### src/rtl/wave_pkg.sv
// Shared state encoding and sample-domain constants for the wave sequencer.
package wave_pkg;

  typedef enum logic [1:0] {
    ST_IDLE  = 2'd0,
    ST_RUN   = 2'd1,
    ST_DRAIN = 2'd2
  } seq_state_e;

  localparam logic [1:0] Q1 = 2'b00;
  localparam logic [1:0] Q2 = 2'b01;
  localparam logic [1:0] Q3 = 2'b10;
  localparam logic [1:0] Q4 = 2'b11;

  localparam int unsigned      SAMPLE_W = 10;
  localparam logic [SAMPLE_W-1:0] MIDSCALE = 10'h200;

endpackage

### src/rtl/sample_tick_gen.sv
// Reloadable down-counter: ticks when enabled at zero, then reloads so the
// following tick lands i_reload+1 cycles later.
module sample_tick_gen #(
  parameter int DIV_W = 16
) (
  input  logic             clk,
  input  logic             rst_n,
  input  logic             i_load,
  input  logic             i_en,
  input  logic [DIV_W-1:0] i_reload,
  output logic             o_tick
);

  logic [DIV_W-1:0] r_cnt;

  // Load parks the counter at zero so the first enabled cycle ticks at once.
  always_ff @(posedge clk or negedge rst_n) begin
    if (!rst_n) begin
      r_cnt <= '0;
    end else if (i_load) begin
      r_cnt <= '0;
    end else if (i_en) begin
      if (r_cnt == '0) r_cnt <= i_reload;
      else             r_cnt <= r_cnt - 1'b1;
    end
  end

  assign o_tick = i_en && (r_cnt == '0);

endmodule

### src/rtl/wave_sequencer.sv
// Phase-accumulator scheduler that walks a quarter-wave sine ROM and rebuilds
// a full-period offset-binary DAC stream under start/stop control.
module wave_sequencer
  import wave_pkg::*;
#(
  parameter int ADDR_W  = 7,
  parameter int DATA_W  = 9,
  parameter int PHASE_W = 16,
  parameter int DIV_W   = 16,
  parameter int ROM_LAT = 1
) (
  input  logic               clk,
  input  logic               rst_n,
  input  logic               cfg_valid,
  output logic               cfg_ready,
  input  logic [PHASE_W-1:0] cfg_step,
  input  logic [DIV_W-1:0]   cfg_div,
  input  logic               enable,
  output logic [ADDR_W-1:0]  rom_addr,
  input  logic [DATA_W-1:0]  rom_data,
  output logic [DATA_W:0]    sample,
  output logic               sample_valid,
  output logic [1:0]         quadrant,
  output logic               cycle_done,
  output logic [1:0]         o_dbg_state
);

  localparam logic [DATA_W:0] MID =
    (DATA_W + 1 == SAMPLE_W) ? (DATA_W+1)'(MIDSCALE) : {1'b1, {DATA_W{1'b0}}};

  seq_state_e         r_state;
  logic               r_cfg_ready;
  logic [PHASE_W-1:0] r_phase;
  logic [PHASE_W-1:0] r_step;
  logic [DIV_W-1:0]   r_div;
  logic [ADDR_W-1:0]  r_rom_addr;
  logic               r_cycle_done;
  logic [ROM_LAT:0]   r_pipe_v;
  logic [1:0]         r_pipe_q [ROM_LAT+1];
  logic [DATA_W:0]    r_sample;
  logic               r_sample_valid;
  logic [1:0]         r_quadrant;

  logic               w_tick;
  logic               w_load;
  logic               w_cfg_fire;
  logic [1:0]         w_quad;
  logic [ADDR_W-1:0]  w_index;
  logic [ADDR_W-1:0]  w_mirror;
  logic [PHASE_W:0]   w_sum;
  logic [1:0]         w_out_q;

  // cfg_valid/cfg_ready: a transfer happens on a rising edge where both are
  // high; ready is high only in IDLE and the source holds valid until taken.
  assign w_cfg_fire = r_cfg_ready && cfg_valid;
  assign w_load     = (r_state == ST_IDLE) && enable;

  assign w_quad   = r_phase[PHASE_W-1 -: 2];
  assign w_index  = r_phase[PHASE_W-3 -: ADDR_W];
  assign w_mirror = (w_quad == Q2 || w_quad == Q4) ? ~w_index : w_index;
  assign w_sum    = {1'b0, r_phase} + {1'b0, r_step};
  assign w_out_q  = r_pipe_q[ROM_LAT];

  sample_tick_gen #(
    .DIV_W(DIV_W)
  ) u_tick (
    .clk     (clk),
    .rst_n   (rst_n),
    .i_load  (w_load),
    .i_en    (r_state == ST_RUN),
    .i_reload(r_div),
    .o_tick  (w_tick)
  );

  always_ff @(posedge clk or negedge rst_n) begin
    if (!rst_n) begin
      r_state      <= ST_IDLE;
      r_cfg_ready  <= 1'b1;
      r_phase      <= '0;
      r_step       <= '0;
      r_div        <= '0;
      r_rom_addr   <= '0;
      r_cycle_done <= 1'b0;
    end else begin
      r_cycle_done <= 1'b0;
      case (r_state)
        ST_IDLE: begin
          if (w_cfg_fire) begin
            r_step  <= cfg_step;
            r_div   <= cfg_div;
            r_phase <= '0;
          end
          if (enable) begin
            r_state     <= ST_RUN;
            r_cfg_ready <= 1'b0;
          end
        end
        ST_RUN: begin
          // A tick coinciding with the stop request is still issued.
          if (w_tick) begin
            r_rom_addr   <= w_mirror;
            r_phase      <= w_sum[PHASE_W-1:0];
            r_cycle_done <= w_sum[PHASE_W];
          end
          if (!enable) r_state <= ST_DRAIN;
        end
        ST_DRAIN: begin
          if (r_pipe_v == '0) begin
            r_state     <= ST_IDLE;
            r_cfg_ready <= 1'b1;
          end
        end
        default: begin
          r_state     <= ST_IDLE;
          r_cfg_ready <= 1'b1;
        end
      endcase
    end
  end

  // Quadrant travels alongside the ROM read so the sign matches the data.
  always_ff @(posedge clk or negedge rst_n) begin
    if (!rst_n) begin
      r_pipe_v <= '0;
      for (int i = 0; i <= ROM_LAT; i++) r_pipe_q[i] <= Q1;
      r_sample       <= MID;
      r_sample_valid <= 1'b0;
      r_quadrant     <= Q1;
    end else begin
      r_pipe_v[0] <= w_tick;
      r_pipe_q[0] <= w_quad;
      for (int i = 1; i <= ROM_LAT; i++) begin
        r_pipe_v[i] <= r_pipe_v[i-1];
        r_pipe_q[i] <= r_pipe_q[i-1];
      end
      r_sample_valid <= r_pipe_v[ROM_LAT];
      if (r_pipe_v[ROM_LAT]) begin
        r_quadrant <= w_out_q;
        r_sample   <= (w_out_q == Q3 || w_out_q == Q4) ? {1'b0, ~rom_data}
                                                       : {1'b1, rom_data};
      end
    end
  end

  assign cfg_ready    = r_cfg_ready;
  assign rom_addr     = r_rom_addr;
  assign sample       = r_sample;
  assign sample_valid = r_sample_valid;
  assign quadrant     = r_quadrant;
  assign cycle_done   = r_cycle_done;
  assign o_dbg_state  = r_state;

endmodule
### config.mk
export PLATFORM = sky130hd
export DESIGN_NAME = wave_sequencer
export DESIGN_NICKNAME = d
export VERILOG_FILES = /design/src/rtl/wave_pkg.sv /design/src/rtl/sample_tick_gen.sv /design/src/rtl/wave_sequencer.sv
export SDC_FILE = /design/constraint.sdc
export NUM_CORES = 1
export LEC_CHECK = 0
export CORE_MARGIN = 2
export CORE_UTILIZATION = 40
export CTS_CLUSTER_DIAMETER = 80
export DETAILED_ROUTE_END_ITERATION = 16
export GPL_ROUTABILITY_DRIVEN = 0
export HOLD_SLACK_MARGIN = 0.08
export PLACE_DENSITY_LB_ADDON = 0.25
export SYNTH_ARGS = -nofsm -noshare
export SYNTH_HDL_FRONTEND = slang
export SYNTH_HIERARCHICAL = 1
export SYNTH_SLANG_ARGS = --single-unit
export TNS_END_PERCENT = 30
### constraint.sdc
create_clock -name clk -period 3.97 [get_ports clk]
set_input_delay 0.5955 -clock clk [delete_from_list [all_inputs] [get_ports clk]]
set_output_delay 0.5955 -clock clk [all_outputs]
set_load 0.005 [all_outputs]
==> metrics.txt, run 1 <==
Startpoint Class=register; measured slew at the worst slew-check pin=0.919 ns; CP top delay family=simple AND/OR/NAND/NOR gates; Initial Util=0.411; Synth Instances=approximately 470; via density per instance=5.34; fraction of layout cells with a size suffix above 1=0.139; worst-path fanout max=29; Die Y=115 um; drc violations=0; gr busiest metal=met2; slowest stage cell, crit path=nand2_1; Max-slew headroom=0.387; Setup violations, final=0; overall routing resource usage=0.171; Mapped Area=4950 um2; post-CTS setup buffer count=0; Slew Limit Fails=0; routed vias=3771; Post-synth EDFFs=0; area of the core=12100 um2; ant diodes=0; Final Cycle Share=0.652; met2 Use GR=0.258; TritonRoute pass-1 iters=4; Critical Path Stages=9; cts hold-fix bufs=0; Yosys warning count=6; crit path time final=2.59 ns; clock buffer depth=2; asr flop ratio synth=1.00; GR Layer Usage met1=0.250; worst skew pair latency=0.34 ns; H-tree depth=3; Final Hold Viols=0; peak per-stage delay on the critical path=0.54 ns; Lkg Pwr=0.00259 uW; CP bufs+invs=1; placed wire-length estimate=around 7600 um; Ports=slightly below 70; worst path cell trace=inv_1 -> ha_1 -> nor4b_2 -> nand4_1 -> nor2_1 -> nand2_1 -> nor3b_1 -> o211ai_1 -> o311ai_1; synthesized area per cell=10.5 um2; Synth Net Count=536; worst hold path class=register to register; largest net degree at the start of global routing=between 70 and 80; number of unique standard cell types used by synthesis=71; die width=115 um; Most used DFF post-synth=dfrtp_1; CTS tree=done; reg2reg path depth=9; cts bufs inserted=9; clk_skew=0.00906 ns; routed len/inst=about 15 um; Die Area=13300 um2; cell accounting for the most synthesized area=dfrtp_1; top cells by area, synth=dfrtp_1, mux2_2, ha_1; Clock Sinks=94; Worst-path clk slew=0.07 ns; initial DRC count=220; Fin Setup TNS=0 ns; final WL=~11000 um; Layout Nets=597; first-pass GRT wire length=18100 um; Setup Crit Path Kind=register to register; Synth Register Bits=94; achievable frequency=386 MHz; peak supply drop=0.000258 V; register area share after synthesis=0.475; Max-Cap Viols=0; post_cts resized=0; number of cell rows=40; port bufs=68; gr ovfl total=0; Arr. time, crit path=2.81 ns; CP Capture Type=register; Placed Cells=690; Synth top area share=0.465; Pwr Density=781 nW/um2; CTS root buf=clkbuf_16; status=completed; met3 Resource Use GR=0.0343; RSZ-0062 raised after global routing=no; post-route antenna net violation count=0; worst hold path stage count=0; vias in the first global route=3707; Req. time, crit path=4.19 ns; initial antenna violation count=0; non-filler cells, final=706; Power, Total=4750 uW; area grow syn2layout=22.8%
[final timing paths]
kind	from	to	slack [ns]
max	u_tick/r_cnt[0]$_DFFE_PN0P_	r_phase[12]$_DFFE_PN0P_	1.38
min	r_pipe_q[2]$_DFF_PN0_	w_out_q[0]$_DFF_PN0_	0.35
max reg2reg	u_tick/r_cnt[0]$_DFFE_PN0P_	r_phase[12]$_DFFE_PN0P_	1.38
min reg2reg	r_pipe_q[2]$_DFF_PN0_	w_out_q[0]$_DFF_PN0_	0.35
max in group asynchronous	rst_n	r_step[13]$_DFFE_PN0P_	2.71
min in group asynchronous	rst_n	sample[5]$_DFFE_PN0P_	0.40
[layout by cell type, fill, tap and decap left out, drive strengths merged, types with 4 or more instances in the layout]
master and count:
nand4 5, nor3 6, o21a 4, dfrtp 92
or2 4, buf 7, xnor2 20, o22ai 4
a211o 5, nand2 38, a211oi 6, nor4 4
mux2 33, a21o 7, o211ai 4, mux2i 9
nor2 37, a21oi 28, o32ai 5, clkdlybuf4s50 67
inv 23, or3 6, nand3 8, clkbuf 11
nand2b 6, ha 18, o21ai 24
[cell usage after synthesis (all sizes together) (2+ instances only)]
| master | number |
|---|---|
| o21ai | 24 |
| nor3b | 2 |
| o32ai | 5 |
| a32o | 3 |
| nor3 | 6 |
| a21o | 7 |
| a221oi | 3 |
| a311oi | 3 |
| nand2 | 38 |
| a2111oi | 3 |
| ha | 18 |
| o31ai | 3 |
| mux2 | 33 |
| o21a | 4 |
| nand3 | 8 |
| o211ai | 4 |
| xnor2 | 20 |
| and2 | 2 |
| o2bb2ai | 2 |
| a211oi | 6 |
| a22o | 2 |
| buf | 15 |
| mux2i | 9 |
| nand2b | 6 |
| dfrtp | 92 |
| or2 | 4 |
| nor4 | 4 |
| nor2 | 37 |
| nand4 | 5 |
| a311o | 2 |
| dfstp | 2 |
| inv | 22 |
| a211o | 5 |
| a31oi | 2 |
| clkbuf | 9 |
| a21oi | 28 |
| o21bai | 3 |
| or4 | 3 |
| o22ai | 4 |
| or3 | 6 |
| nor2b | 3 |
[cell families after synthesis]
family          synth area share
simple gates               0.137
compound gates             0.169
flops                      0.475
fa+ha+maj                 0.0495
xor+xnor                  0.0371
mux                       0.0932
buf+inv                   0.0384
[state kept, by name, indices dropped and copies added, names as in the netlist, 2 cells and up]
name and count:
r_pipe_q 2, r_pipe_v 2, r_div 16, rom_addr 7
sample 10, r_phase 16, o_dbg_state 2, r_step 16
w_out_q 2, quadrant 2, u_tick/r_cnt 16
[where the power goes]
group	switching, uW	internal (uW)
clock network	361	506
logic	1090	1060
registers	363	1370
[area by class of cell]
cell class / count / area, um2
timing repair buffer: 74 / 723
tap: 168 / 210
sequential: 94 / 2350
inverter: 22 / 82.6
multi-input combinational: 332 / 2410
clock buffer: 11 / 243
fill: 1063 / 5980
clock inverter: 5 / 56.3
[metrics by stage]
step | hold WS, ns | worst slack [ns] | instance area (um2) | utilization
final | 0.354 | 1.38 | 6080 | 0.504
after global routing | 0.369 | 1.05 | 6080 | 0.504
after CTS | 0.356 | 1.35 | 6080 | 0.504
after detailed placement | 0.341 | 1.38 | 5790 | 0.480
after global placement | 0.334 | 1.47 | 5790 | 0.480
after floorplan | 0.300 | 1.72 | 4950 | -
[routing by layer]
metal	wire length, um	share of wire
met5	0	0
met4	107	0.0099
met3	505	0.047
met2	4780	0.44
met1	5400	0.50
No activity file was read; power rests on OpenSTA's default activity.
==> run 2, diff against run 1 <==
- clock period: 3.97 -> 2.38 ns (I/O delays scaled with it)
==> run 2 against run 1 <==
Against the previous run:
- maximum frequency up 16%
- register-to-register slack worse by 1.2 ns
- final area grew 2.1%
- setup slack lost 1.2 ns
- clock skew fell by 0.0020 ns
- clock-buffer cell count unchanged
- clock power grew 67%
- first-iteration DRC count down 8.2%
- hold slack worse by 0.0053 ns
- critical endpoint unchanged
- via count is 0.69% higher
==> metrics.txt, run 2 (same netlist as run 1, synthesis figures left out) <==
CP Capture Type=register (unchanged); via density per instance=5.28 (was 5.34); Final Cycle Share=0.940 (was 0.652); slowest stage cell, crit path=fa_1 (was nand2_1); Sw Ratio=0.383 (was 0.382); cts bufs inserted=9 (unchanged); CTS root buf=clkbuf_16 (unchanged); post-CTS setup buffer count=0 (unchanged); die width=115 um (unchanged); largest net degree at the start of global routing=40 (was 73); ant diodes=0 (unchanged); CP top delay family=compound AO/OA/AOI/OAI gates (was simple AND/OR/NAND/NOR gates); worst hold path class=register to register (unchanged); area of the core=12100 um2 (unchanged); Initial Util=0.411 (unchanged); Slew Limit Fails=0 (unchanged); fillers=1096 (was 1063); initial DRC count=202 (was 220); Setup Crit Path Kind=register to register (unchanged); achievable frequency=447 MHz (was 386 MHz); Power, Total=8110 uW (was 4750 uW); Ports=69 (unchanged); worst-path fanout max=4 (was 29); part of the power in combinational logic=0.467 (was 0.452); Pwr Density=1310 nW/um2 (was 781 nW/um2); commonest non-fill, non-tap cell in the layout=dfrtp_1 (unchanged); worst hold path stage count=0 (unchanged); drc violations=0 (unchanged); Reg power frac=0.354 (was 0.365); port bufs=68 (unchanged); peak supply drop=0.000403 V (was 0.000258 V); vias in the first global route=3881 (was 3707); Req. time, crit path=2.62 ns (was 4.19 ns); Lkg Pwr=0.00266 uW (was 0.00259 uW); Worst Setup SP=r_phase[0]$_DFFE_PN0P_ (was u_tick/r_cnt[0]$_DFFE_PN0P_); crit path time final=2.24 ns (was 2.59 ns); worst r2r src=r_phase[0]$_DFFE_PN0P_ (was u_tick/r_cnt[0]$_DFFE_PN0P_); CP bufs+invs=1 (unchanged); placed cell area=5890 um2 (was 5790 um2); Startpoint Class=register (unchanged); routed len/inst=15.6 um (was 15.3 um); TritonRoute pass-1 iters=4 (unchanged); fin area=6210 um2 (was 6080 um2); CTS tree=done (unchanged); Die Area=13300 um2 (unchanged); capture point of the worst reg-to-reg path=r_phase[12]$_DFFE_PN0P_ (unchanged); routed vias=3797 (was 3771); commonest non-fill, non-tap cells in the layout=dfrtp_1, clkdlybuf4s50_1, nand2_1, nor2_1, mux2_2 (unchanged); Int Power=5000 uW (was 2940 uW); overall routing resource usage=0.180 (was 0.171); peak per-stage delay on the critical path=0.40 ns (was 0.54 ns); reg2reg path depth=8 (was 9); initial antenna violation count=0 (unchanged); Setup violations, final=0 (unchanged); Hold Path Origin=r_pipe_q[2]$_DFF_PN0_ (unchanged); status=completed (unchanged); Max-slew headroom=0.533 (was 0.387); Final Hold Viols=0 (unchanged); placed wire-length estimate=8220 um (was 7570 um); Clock Sinks=94 (unchanged); post-route antenna net violation count=0 (unchanged); Hold Path Sink=w_out_q[0]$_DFF_PN0_ (unchanged); final WL=11200 um (was 10800 um); first-pass GRT wire length=19000 um (was 18100 um); fraction of layout cells with a size suffix above 1=0.162 (was 0.139); clock power share=0.179 (was 0.182); clk_skew=0.00704 ns (was 0.00906 ns); worst skew pair latency=0.34 ns (about the same); gr ovfl total=0 (unchanged); Switch Pwr=3110 uW (was 1810 uW); Worst-path clk slew=0.06 ns (was 0.07 ns); Arr. time, crit path=2.47 ns (was 2.81 ns); clock buffer depth=2 (unchanged); worst path cell trace=ha_1 -> inv_1 -> fa_1 -> nor2b_1 -> o21bai_1 -> a211o_1 -> o21a_1 -> o311ai_1 (was inv_1 -> ha_1 -> nor4b_2 -> nand4_1 -> nor2_1 -> nand2_1 -> nor3b_1 -> o211ai_1 -> o311ai_1); Die Y=115 um (unchanged); reg-to-reg setup timing slack=0.14 ns (was 1.38 ns); Max-Cap Viols=0 (unchanged); RSZ-0062 raised after global routing=yes (was no); final core occ=0.515 (was 0.504); H-tree depth=3 (unchanged); Layout Nets=610 (was 597); area grow syn2layout=25.4% (was 22.8%); number of cell rows=40 (unchanged); measured slew at the worst slew-check pin=0.700 ns (was 0.919 ns)
-- run 2: routing by layer --
metal,part of all wire,global-route usage,up-vias,wire [um]
met2,0.45,0.282,113,5060
met4,0.017,0.0731,0,189
met1,0.48,0.254,1811,5380
li1,-,-,1858,-
met3,0.051,0.0227,15,566
met5,0,0,-,0
-- run 2: layout make-up --
type | instances | area, um2 | share of cell area
Clock buffer | 11 | 243 | 0.0391
Clock inverter | 5 | 57.6 | 0.00927
Inverter | 22 | 82.6 | 0.0133
Multi-Input combinational cell | 332 | 2430 | 0.391
Sequential cell | 94 | 2350 | 0.379
Tap cell | 168 | 210 | 0.0339
Timing Repair Buffer | 87 | 836 | 0.135
-- run 2: worst max path at each step --
| stage | to | cells after the start |
|---|---|---|
| after floorplan | r_phase[0]$_DFFE_PN0P_ | 11 |
| after global placement | r_phase[14]$_DFFE_PN0P_ | 8 |
| after detailed placement | r_phase[14]$_DFFE_PN0P_ | 8 |
| after CTS | r_phase[14]$_DFFE_PN0P_ | 8 |
| after global routing | r_phase[12]$_DFFE_PN0P_ | 8 |
| final | r_phase[12]$_DFFE_PN0P_ | 8 |
-- run 2: through the flow --
stage,setup TNS [ns],setup WS (ns),hold slack (ns),cells
floorplan,0,0.130,0.0614,472
global placement,0,0.191,0.334,702
detailed placement,0,0.103,0.336,702
CTS,0,0.0863,0.351,719
global route,-0.0375,-0.0375,0.364,719
finish,0,0.142,0.348,719
-- run 2: power groups by stage --
| stage | registers [uW] | clock network, uW | logic, uW |
|---|---|---|---|
| 6_report | 2870 | 1450 | 3790 |
| 5_1_grt | 2970 | 1550 | 4250 |
| 4_1_cts | 2870 | 1490 | 3790 |
| 3_5_place_dp | 2890 | 0 | 3760 |
| 3_3_place_gp | 2870 | 0 | 3650 |
| 2_1_floorplan | 2710 | 0 | 2760 |
-- run 2: worst register-to-register path: cells and delay by family (launching register included) --
family	cells	cell delay [ns]
AOI/OAI and AO/OA	4	0.97
and+or+nand+nor	1	0.18
buffers and inverters	1	0.05
adders and majority gates	2	0.57
DFF	1	0.37
-- run 2: what timing repair did --
| action | in CTS | in global routing |
|---|---|---|
| hold endpoints to repair | 36 | 0 |
| setup endpoints to repair | 0 | 3 |
| gates resized for setup | 0 | 3 |
| hold buffers | 1 | 0 |
==> run 3, diff against run 2 <==
- PLACE_DENSITY: default -> 0.65
- PLACE_DENSITY_LB_ADDON: 0.25 -> default
==> run 3 against run 2 <==
Against the previous run:
- wire length down 1.0%
- die area unchanged
- clock skew down 0.00070 ns
- register-to-register slack worse by 0.03 ns
- sequential power barely moved
- core utilization rose by 0.31 points
- flip-flop and latch count did not move
- critical endpoint is now r_phase[14]$_DFFE_PN0P_
- largest power group unchanged
==> metrics.txt, run 3 (same netlist as run 1, synthesis figures left out) <==
Switch Pwr=3120 uW (was 3110 uW); Layout Nets=607 (was 610); Die Area=13300 um2 (unchanged); Reg power frac=0.350 (was 0.354); Worst Setup SP=r_phase[7]$_DFFE_PN0P_ (was r_phase[0]$_DFFE_PN0P_); overall routing resource usage=0.182 (was 0.180); CP Capture Type=register (unchanged); clock buffer depth=2 (unchanged); ant diodes=0 (unchanged); routed len/inst=15.5 um (was 15.6 um); Setup Crit Path Kind=register to register (unchanged); cts bufs inserted=9 (unchanged); port bufs=68 (unchanged); final core occ=0.518 (was 0.515); non-filler cells, final=716 (was 719); first-pass GRT wire length=18800 um (was 19000 um); CTS tree=done (unchanged); status=completed (unchanged); number of cell rows=40 (unchanged); via density per instance=5.46 (was 5.28); fin area=6250 um2 (was 6210 um2); measured slew at the worst slew-check pin=0.739 ns (was 0.700 ns); worst hold path class=input port to asynchronous set/reset pin (was register to register); vias in the first global route=3875 (was 3881); RSZ-0062 raised after global routing=no (was yes); peak supply drop=0.000550 V (was 0.000403 V); Final Cycle Share=0.953 (was 0.940); TritonRoute pass-1 iters=5 (was 4); gr ovfl total=0 (unchanged); Req. time, crit path=2.61 ns (was 2.62 ns); area of the core=12100 um2 (unchanged); reg2reg path depth=6 (was 8); CTS root buf=clkbuf_16 (unchanged); area grow syn2layout=26.1% (was 25.4%); Slew Limit Fails=0 (unchanged); Initial Util=0.411 (unchanged); Max-slew headroom=0.507 (was 0.533); Arr. time, crit path=2.50 ns (was 2.47 ns); cts hold-fix bufs=0 (was 1); post-CTS setup buffer count=0 (unchanged); worst-path fanout max=5 (was 4); post-route antenna net violation count=0 (unchanged); largest net degree at the start of global routing=95 (was 40); Max-Cap Viols=0 (unchanged); die width=115 um (unchanged); worst skew pair latency=0.35 ns (was 0.34 ns); initial DRC count=254 (was 202); Fin Setup TNS=0 ns (unchanged); Ports=69 (unchanged); initial antenna violation count=0 (unchanged); Pwr Density=1320 nW/um2 (was 1310 nW/um2); fraction of layout cells with a size suffix above 1=0.161 (was 0.162); placed wire-length estimate=7930 um (was 8220 um); commonest non-fill, non-tap cell in the layout=dfrtp_1 (unchanged); Sw Ratio=0.378 (was 0.383); clk_skew=0.00634 ns (was 0.00704 ns); Die Y=115 um (unchanged); reg-to-reg setup timing slack=0.11 ns (was 0.14 ns); Hold WS=0.0430 ns (was 0.348 ns); final WL=11100 um (was 11200 um); Clock Sinks=94 (unchanged); Worst-path clk slew=0.06 ns (about the same); crit path time final=2.27 ns (was 2.24 ns); clock power share=0.187 (was 0.179); routed vias=3910 (was 3797); Int Power=5130 uW (was 5000 uW); fillers=1099 (was 1096); H-tree depth=3 (unchanged); achievable frequency=441 MHz (was 447 MHz); Final Hold Viols=0 (unchanged); worst r2r src=r_phase[7]$_DFFE_PN0P_ (was r_phase[0]$_DFFE_PN0P_); Placed Cells=700 (was 702); placed cell area=5910 um2 (was 5890 um2); part of the power in combinational logic=0.463 (was 0.467); commonest non-fill, non-tap cells in the layout=dfrtp_1, clkdlybuf4s50_1, nand2_1, nor2_1, mux2_2 (unchanged); Lkg Pwr=0.00267 uW (was 0.00266 uW); drc violations=0 (unchanged); Startpoint Class=register (unchanged); Setup violations, final=0 (unchanged)
run 3: critical path, cell delays in order, from the launching register on:
cell and delay [ns]:
dfrtp_1 0.44, ha_1 0.39, a21o_1 0.21, a31oi_2 0.30, o221ai_1 0.20, or3_1 0.36, a32o_1 0.26
run 3: final cells by class:
type                            instances  area (um2)  share of cell area
Multi-Input combinational cell        332        2430               0.390
Clock inverter                          4        70.1              0.0112
Timing Repair Buffer                   84         848               0.136
Inverter                               22        82.6              0.0132
Tap cell                              168         210              0.0336
Clock buffer                           12         246              0.0395
Sequential cell                        94        2350               0.377
run 3: path summary, 6_finish.rpt:
kind | end
min reg2reg | w_out_q[0]$_DFF_PN0_
max reg2reg | r_phase[14]$_DFFE_PN0P_
min in group clk | w_out_q[0]$_DFF_PN0_
min | r_div[8]$_DFFE_PN0P_
max in group asynchronous | sample[9]$_DFFE_PN1P_
max | r_phase[14]$_DFFE_PN0P_
run 3: metal layers:
metal,share of wire,vias to the layer above,GRT usage
met5,0,-,0
met4,0.023,0,0.0739
met3,0.057,22,0.0411
met2,0.47,129,0.287
met1,0.45,1909,0.242
li1,-,1850,-
run 3: timing repair:
action | CTS | global route
gates resized for setup | 0 | 6
setup endpoints to repair | 0 | 6
hold endpoints to repair | 0 | 0
run 3: power groups by stage:
stage | clock network [uW] | registers (uW) | logic [uW]
after floorplan | 0 | 2710 | 2760
after global placement | 0 | 2880 | 3660
after detailed placement | 0 | 2910 | 3760
after CTS | 1590 | 2890 | 3780
after global routing | 1670 | 2980 | 4240
final | 1540 | 2890 | 3820
run 3: metrics by stage:
stage / setup slack (ns) / total power, uW
after floorplan: 0.130 / 5480
after global placement: 0.150 / 6540
after detailed placement: 0.123 / 6670
after CTS: 0.108 / 8250
after global routing: 0.000512 / 8890
final: 0.111 / 8250
